**config.mk**
```make
export PLATFORM = sky130hd
export DESIGN_NAME = freqdiv_meter
export DESIGN_NICKNAME = d
export VERILOG_FILES = /design/src/rtl/freqdiv_meter.sv
export SDC_FILE = /design/constraint.sdc
export NUM_CORES = 1
export LEC_CHECK = 0
export CORE_ASPECT_RATIO = 0.7
export CORE_MARGIN = 2
export CORE_UTILIZATION = 50
export CTS_CLUSTER_SIZE = 16
export DETAILED_ROUTE_END_ITERATION = 16
export PLACE_DENSITY_LB_ADDON = 0.25
export REMOVE_ABC_BUFFERS = 1
export SYNTH_ARGS = -nofsm -noshare
export SYNTH_HDL_FRONTEND = slang
export SYNTH_SLANG_ARGS = --single-unit
```
**constraint.sdc**
```tcl
create_clock -name clk_in -period 4.2 [get_ports clk_in]
set_input_delay 0.84 -clock clk_in [delete_from_list [all_inputs] [get_ports clk_in]]
set_output_delay 0.84 -clock clk_in [all_outputs]
set_load 0.005 [all_outputs]
```
**src/rtl/freqdiv_meter.sv**
```systemverilog
// Period / high-time meter for a divided signal that is synchronous to clk_in.
// It recovers the division ratio, reports lock on repeated equal periods, and flags a sticky timeout.
module freqdiv_meter #(
    parameter int CNT_W  = 16,
    parameter int LOCK_N = 4
) (
    input  logic             clk_in,
    input  logic             rst,
    input  logic             sig_in,
    output logic [CNT_W-1:0] period,
    output logic [CNT_W-1:0] high_time,
    output logic             meas_valid,
    output logic             locked,
    output logic             timeout,
    output logic             edge_pulse
);
    localparam int MW = (LOCK_N > 2) ? $clog2(LOCK_N) : 1;
    localparam logic [MW-1:0] MATCH_MAX = MW'(LOCK_N - 1);

    typedef enum logic {IDLE, COUNT} state_t;

    state_t           state;
    logic             s_q;
    logic [CNT_W-1:0] per_cnt;
    logic [CNT_W-1:0] hi_cnt;
    logic [CNT_W-1:0] last_per;
    logic             last_ok;
    logic [MW-1:0]    match_cnt;
    logic [MW-1:0]    match_next;
    logic             rise;

    assign rise = sig_in & ~s_q;

    // Match counter saturates so lock holds through any run of equal periods.
    always_comb begin
        match_next = '0;
        if (last_ok && (per_cnt == last_per))
            match_next = (match_cnt == MATCH_MAX) ? MATCH_MAX : match_cnt + 1'b1;
    end

    always_ff @(posedge clk_in) begin
        if (rst) begin
            state      <= IDLE;
            s_q        <= 1'b0;
            per_cnt    <= '0;
            hi_cnt     <= '0;
            last_per   <= '0;
            last_ok    <= 1'b0;
            match_cnt  <= '0;
            period     <= '0;
            high_time  <= '0;
            meas_valid <= 1'b0;
            locked     <= 1'b0;
            timeout    <= 1'b0;
            edge_pulse <= 1'b0;
        end else begin
            s_q        <= sig_in;
            edge_pulse <= rise;
            meas_valid <= 1'b0;
            if (rise)
                timeout <= 1'b0;

            case (state)
                IDLE: begin
                    if (rise) begin
                        per_cnt <= CNT_W'(1);
                        hi_cnt  <= CNT_W'(1);
                        state   <= COUNT;
                    end
                end
                COUNT: begin
                    if (rise) begin
                        period     <= per_cnt;
                        high_time  <= hi_cnt;
                        meas_valid <= 1'b1;
                        per_cnt    <= CNT_W'(1);
                        hi_cnt     <= CNT_W'(1);
                        match_cnt  <= match_next;
                        locked     <= (match_next == MATCH_MAX);
                        last_per   <= per_cnt;
                        last_ok    <= 1'b1;
                    end else if (per_cnt == '1) begin
                        timeout   <= 1'b1;
                        locked    <= 1'b0;
                        match_cnt <= '0;
                        last_ok   <= 1'b0;
                        state     <= IDLE;
                    end else begin
                        per_cnt <= per_cnt + 1'b1;
                        hi_cnt  <= hi_cnt + CNT_W'(sig_in);
                    end
                end
                default: state <= IDLE;
            endcase
        end
    end
endmodule

```
**Word-level counts from Yosys, hierarchy flattened**

Cells that the tools add are included.

- Add/sub/neg operators: 3
- Eq/ne operators: 6
- Mux-type cells: 22
- Bitwise gates (word level): 3
- Reductions and logical operators: 6

Operator list:

| operator | number |
|---|---|
| $mux W16 | 5 |
| $pmux W16 S2 | 2 |
| $add A16 B1 Y16 | 1 |
| $add A16 B1 Y16 const B | 1 |
| $eq A16 B16 Y1 | 1 |
| $eq A16 B16 Y1 const B | 1 |
| $mux W1 | 10 |
| $mux W2 | 4 |
| $reduce_and A2 Y1 | 3 |
| $eq A2 B2 Y1 const B | 2 |
| $ne A3 B3 Y1 const B | 1 |
| $add A2 B1 Y2 const B | 1 |
| $ne A2 B2 Y1 const B | 1 |
| $not A1 Y1 | 2 |
| $pmux W1 S2 | 1 |
| $reduce_bool A2 Y1 | 1 |
| $reduce_or A2 Y1 | 1 |
| $and A1 B1 Y1 | 1 |
| $logic_and A1 B1 Y1 | 1 |

- Bits in registers: 73
- Input port bits: 3

**Depth between registers and ports, before layout**

Gate-level depths: netlist of run 1.

- Word-level depth: 6
- Gate-level depth with buffers: 8
- Gate-level depth less buffers: 7

**Least setup slack after synthesis of run 1**

No wires, ideal clock.

- Path kind: input to register
- From: input sig_in
- To: register hi_cnt[6]
- Library setup time: 70 ps
- Arrival: 1974 ps
- Required time: 4130 ps
- Setup slack: 2156 ps
- Stages: 6
- Buffers on the path: 0
- Cell sequence: ha_1 > ha_1 > nand3_1 > a211o_1 > or3_1 > a21oi_1

- Cells in the longest elaborated chain, start to end: 4
- Elaborated cells between the ends (all ways): 8
- Classes of those cells: add/sub (1); eq/ne (2); mux (3); bitwise (1); reduce/logical (1)

RTL lines:

| element | line | RTL |
|---|---|---|
| start: declaration | 9 | `input logic sig_in,` |
| $add A16 B1 Y16 | 90 | `hi_cnt <= hi_cnt + CNT_W'(sig_in);` |
| $mux W16 | 82 | `end else if (per_cnt == '1) begin` |
| $mux W16 | 72 | `if (rise) begin` |
| $pmux W16 S2 | 63 | `case (state)` |
| end signal: assignment | 90 |  |
| end: declaration | 25 | `logic [CNT_W-1:0] hi_cnt;` |

Several ways; a longest one is shown, not always the timed one. The select of a mux whose other input is x is not followed.
A chain may end at the register's enable or synchronous reset.

**Worst setup path in the final report of run 1**

- From: input sig_in
- To: register high_time[12]

- Cells in the longest elaborated chain, start to end: 2

RTL lines:

| element | line | RTL |
|---|---|---|
| $and A1 B1 Y1 | 32 | `assign rise = sig_in & ~s_q;` |
| $reduce_and A2 Y1 (no source line) | -- |  |
| end signal: assignment | 74 | `high_time <= hi_cnt;` |
| end: declaration | 11 | `output logic [CNT_W-1:0] high_time,` |

Every way passes these cells.

==> out/metrics.csv, run 1 <==
metric,value,unit
All-Layer GR Usage,20.9,%
share of the clock period used by the worst path,57.9,%
Netlist cell types,45,
global route overflow,0,
RSZ-0062 raised after global routing,no,
share of synthesized registers carrying an async set or reset,0,%
Pwr Total,0.00134,W
Die Wd,99.1,um
max_cap viols,0,
Synth-to-Final Area Change,19.6,%
clock network fraction of design power,43.3,%
CTS buffer count,9,
DR vias/cell,5.35,
Root Buffer,clkbuf_8,
Required @ worst endpoint,4.49,ns
WS Path Type,input port to flip-flop,
DP Cell Count,468,
Tmin final,2.43,ns
post-synthesis register bit count,73,
net switching fraction of the power,22.4,%
"commonest non-fill, non-tap cells in the layout","dfxtp_1 (73), nand2_1 (70), a21oi_1 (41)",
Post-DP HPWL,4550,um
Antenna Cells,0,
P_int,0.00104,W
Post-CTS Setup Inserts,0,
CTS resizes,0,
setup TNS,0,ns
CP Launch Type,input port,
Slew Limit Headroom,50.6,%
Chip Height,70.6,um
Worst R2R Path Depth,6,
CTS Hold Buffers Added,0,
largest net degree at the start of global routing,42,
R2R Path End,hi_cnt[0],
# IOs,39,
Initial Util,51.2,%
post-route DRC violation count,0,
routability cong.,0.825,
Placeable Area,6190,um^2
Row Count,24,
"Clk pin slew, worst setup/hold paths",0.08,ns
Clock Skew,0.0105,ns
DR vias,2591,
Worst Hold Class,flip-flop to flip-flop,
Fin. Hold Viols,0,
routed len/inst,13.9,um
final core occ,61.2,%
initial antenna violation count,0,
"non-filler cells, final",484,
Post-Syn Instances,372,
H-tree levels,3,
clk_lat worst skew,0.36,ns
P per Cell Area,353,nW/um^2
Slew @ Worst Pin,0.734,ns
Worst Slack Setup Final,1.77,ns
"Seq/Total Area, Yosys",46.2,%
Hold Path End,high_time[6],
post-synthesis area per instance,8.51,um^2
DR pass1 iterations,4,
CTS sink cnt,73,
Psw,0.000300,W
Critical Path End Type,flip-flop,
FMAX,411,MHz
Comb power frac,3.8,%
number of global-route vias before repair,2432,
setup violators final,0,
R2R Setup Slk,1.85,ns
DP Worst Slack,1.40,ns
CP max FO,17,
Leak Pwr,1.29,nW
initial DRC count,139,
Sequential Power Share,52.9,%
drt total wl,6730,um
hold path startpoint,high_time[6],
"commonest non-fill, non-tap cell in the layout",dfxtp_1,
port buffer count,38,
worst flop-to-flop path startpoint,per_cnt[0],
worst vdd ir,0.259,mV
first-pass GRT wire length,11500,um
die area,6990,um^2
YS warnings,0,
final number of max-transition violations,0,
Hold Path Depth,2,
post-synthesis cell area,3160,um^2
CTS max path bufs,2,
Critical Path AT,2.72,ns
top_reg_cell synth,dfxtp_1,
Post-synth EDFFs,0,
Final #Nets,407,
CTS tree,built,
status,"finished, final reports clean",
Routed Antenna Nets,0,
layout cells sized above 1,6.65,%
-- power by group through the flow --
stage                     combinational (W)  sequential (W)  clock, W
after floorplan                   0.0000269        0.000720         0
after global placement            0.0000503        0.000722         0
after detailed placement          0.0000512        0.000723         0
after CTS                         0.0000513        0.000706  0.000587
after global routing              0.0000578        0.000707  0.000621
final                             0.0000511        0.000707  0.000578
-- cell type report --
type,count,area [um^2]
Clock buffer,12,165
Clock inverter,4,50.0
Fill cell,567,2400
Inverter,5,18.8
Multi-Input combinational cell,270,1580
Sequential cell,73,1460
Tap cell,78,97.6
Timing Repair Buffer,42,410
-- worst max path at each step --
stage	slack [ns]	cells past startpoint	endpoint	from
2_1_floorplan	1.64	4	locked	sig_in
3_3_place_gp	1.45	6	high_time[11]	sig_in
3_5_place_dp	1.40	6	last_per[3]	sig_in
4_1_cts	1.77	6	last_per[3]	sig_in
5_1_grt	1.56	6	high_time[14]	sig_in
6_report	1.77	6	high_time[12]	sig_in
-- kinds of logic after synthesis --
kind of cell	after synthesis	share of synthesized area, %
xor+xnor	36	9.96
fa+ha+maj	3	1.19
mux	5	1.74
simple gates	158	23.8
compound gates	68	13.2
buf+inv	29	3.95
flops	73	46.2
-- Yosys cell counts (all sizes together) (5+ instances only) --
cell type,number,area share [%]
a21oi,41,6.5
buf,7,1.2
clkbuf,17,2.1
dfxtp,73,46
inv,5,0.59
nand2,70,8.3
nand3,13,2.2
nor2,35,4.2
nor3,10,1.6
nor4,5,0.99
o211ai,6,1.4
o21ai,6,1.3
xnor2,14,3.9
xor2,22,6.1
-- critical path: stages --
cell             delay [ns]
clkdlybuf4s50_1        0.52
nand2b_1               0.18
nor2_2                 0.60
buf_4                  0.35
nand2_1                0.09
a21oi_1                0.12
-- sequential cells by signal (all words and copies together) (netlist names) --
signal,cells
edge_pulse,1
hi_cnt,16
high_time,16
last_ok,1
last_per,16
locked,1
match_cnt,2
meas_valid,1
per_cnt,16
s_q,1
state,1
timeout,1
-- per-layer routing --
metal  routed length [um]  vias to the layer above  GRT usage [%]
met2                 2860                       57           31.3
met5                    0                        -              0
met3                  352                        7           7.21
met4                   78                        0           5.63
li1                     -                     1326              -
met1                 3440                     1201           29.2
-- per-stage QoR --
stage | cell area [um^2] | hold WS [ns]
2_1_floorplan | 3060 | 0.438
3_3_place_gp | 3570 | 0.443
3_5_place_dp | 3570 | 0.447
4_1_cts | 3780 | 0.457
5_1_grt | 3780 | 0.474
6_report | 3780 | 0.456
No activity file was read; power rests on OpenSTA's default activity.
==> run 2, diff against run 1 <==
- clock period: 4.2 -> 2 ns (I/O delays scaled with it)
==> run 2 against run 1 <==
Compared with the run above: utilization increased by 4.2 points; routed wire length grew 13%; critical endpoint is now match_cnt[1]; sequential share of layout area shrank 2.5 points; combinational power rose to 2.7 times the previous value; critical path type is now flip-flop to flip-flop; non-clock buffer count up 32; largest cell class unchanged; clock skew is 0.0018 ns higher; clock-buffer cell count stayed put; sequential power up 110%; register-to-register slack worse by 1.8 ns; power is 110% higher.
==> out/metrics.csv, run 2 (synthesis results as in run 1) <==
metric,value,unit
status,"finished, final reports clean",
first-pass GRT wire length,12700,um
Initial Util,51.2,%
CP max stage delay,0.39,ns
RSZ-0062 raised after global routing,no,
WS Path Type,flip-flop to flip-flop,
routed len/inst,14.7,um
CP endpoint,match_cnt[1],
DP Cell Count,500,
hold path startpoint,high_time[5],
CP max FO,4,
"Clk pin slew, worst setup/hold paths",0.07,ns
"commonest non-fill, non-tap cell in the layout",dfxtp_1,
DR vias,2809,
port buffer count,38,
worst flop-to-flop path startpoint,per_cnt[8],
Levels on crit path,6,
fillers,517,
R2R Setup Slk,0.08,ns
Post-CTS Setup Inserts,0,
Row Count,24,
DP Worst Slack,-0.241,ns
largest net degree at the start of global routing,35,
Critical Path AT,2.22,ns
"CP delay by family, top",simple AND/OR/NAND/NOR gates,
Synth-to-Final Area Change,27.9,%
"non-filler cells, final",516,
H-tree levels,3,
max_cap viols,0,
Most common cell on crit path,nor4_1,
drt total wl,7580,um
post-route DRC violation count,0,
CP bufs+invs,1,
Root Buffer,clkbuf_8,
Leak Pwr,1.47,nW
Antenna Cells,0,
Post-DP HPWL,5300,um
Worst Hold Class,flip-flop to flip-flop,
FMAX,521,MHz
worst vdd ir,0.543,mV
Die Wd,99.1,um
Tmin final,1.92,ns
"commonest non-fill, non-tap cells in the layout","dfxtp_1 (73), nand2_1 (70), a21oi_1 (41)",
All-Layer GR Usage,23.1,%
CTS tree,built,
share of the clock period used by the worst path,96.0,%
Chip Height,70.6,um
setup violators final,0,
initial DRC count,211,
Worst path slowest cell,nor4_1,
Final #Nets,439,
routability cong.,0.818,
Worst Slack Setup Final,0.0803,ns
die area,6990,um^2
Worst R2R Path Depth,6,
Pwr Total,0.00283,W
global route overflow,0,
layout cells sized above 1,13.9,%
# IOs,39,
clk_lat worst skew,0.35,ns
Clock Skew,0.0123,ns
DR vias/cell,5.44,
CTS buffer count,9,
number of global-route vias before repair,2648,
Slew @ Worst Pin,0.459,ns
Slew Limit Headroom,69.2,%
Placeable Area,6190,um^2
R2R Path End,match_cnt[1],
CTS Hold Buffers Added,0,
DR pass1 iterations,4,
Required @ worst endpoint,2.30,ns
CTS max path bufs,2,
CTS sink cnt,73,
"Critical Path, Cell by Cell","buf_4, xor2_1, nor4_1, nand4b_1, nor4_1, o22a_1",
Critical Path End Type,flip-flop,
P per Cell Area,699,nW/um^2
final number of max-transition violations,0,
Routed Antenna Nets,0,
crit path launch,per_cnt[8],
CP Launch Type,flip-flop,
Fin. Hold Viols,0,
initial antenna violation count,0,
-- run 2: changes by cell type in the layout (fill, tap and decap cells not counted) --
cell / before / now
or3_1: 4 / 3
buf_12: 0 / 1
buf_4: 4 / 35
nor3_1: 10 / 9
or3_4: 0 / 1
nor3_2: 0 / 1
-- run 2: per-layer routing --
layer	GRT usage, %	vias to the layer above	routed length [um]
met5	0	-	0
met2	36.0	71	3440
met4	8.22	0	107
met1	31.6	1340	3680
li1	-	1384	-
met3	5.93	14	354
-- run 2: what timing repair did --
| action | 4_1_cts | 5_1_grt |
|---|---|---|
| gates resized for setup | 0 | 2 |
| setup endpoints to repair | 0 | 4 |
| hold endpoints to repair | 0 | 0 |
-- run 2: final cells by class --
class                   instances  area, um^2  area share, %
clock buffers                  12         165           4.08
well taps                      78        97.6           2.41
multi-input cells             270        1590           39.3
inverters                       5        18.8          0.464
repair buffers                 74         663           16.4
clock inverters                 4        50.0           1.24
flip-flops and latches         73        1460           36.1
-- run 2: per-stage QoR --
step           instance area (um^2)  hold slack (ns)  util, %  TNS (ns)
2_1_floorplan                  3060            0.438        -     -2.12
3_3_place_gp                   3820            0.442     61.8    -0.998
3_5_place_dp                   3820            0.449     61.8     -1.56
4_1_cts                        4040            0.458     65.3         0
5_1_grt                        4050            0.478     65.4         0
6_report                       4050            0.457     65.4         0
-- run 2: power breakdown --
| group | switching, W | internal (W) |
|---|---|---|
| sequential | 0.00000763 | 0.00147 |
| combinational | 0.0000888 | 0.0000499 |
| clock | 0.000542 | 0.000676 |
| total | 0.000639 | 0.00219 |
-- run 2: worst min-delay path by stage --
stage,to,slack (ns),cells past startpoint
floorplan,high_time[15],0.44,2
global placement,high_time[6],0.44,2
detailed placement,high_time[5],0.45,2
CTS,high_time[0],0.46,2
global route,high_time[0],0.48,2
finish,high_time[5],0.46,2
-- run 2: worst min-delay path, delay by kind of cell, from the launching register on --
family,cells,cell delay [ns]
AO/OA/AOI/OAI,1,0.05
flip-flops,1,0.31
AND/OR/NAND/NOR,1,0.05
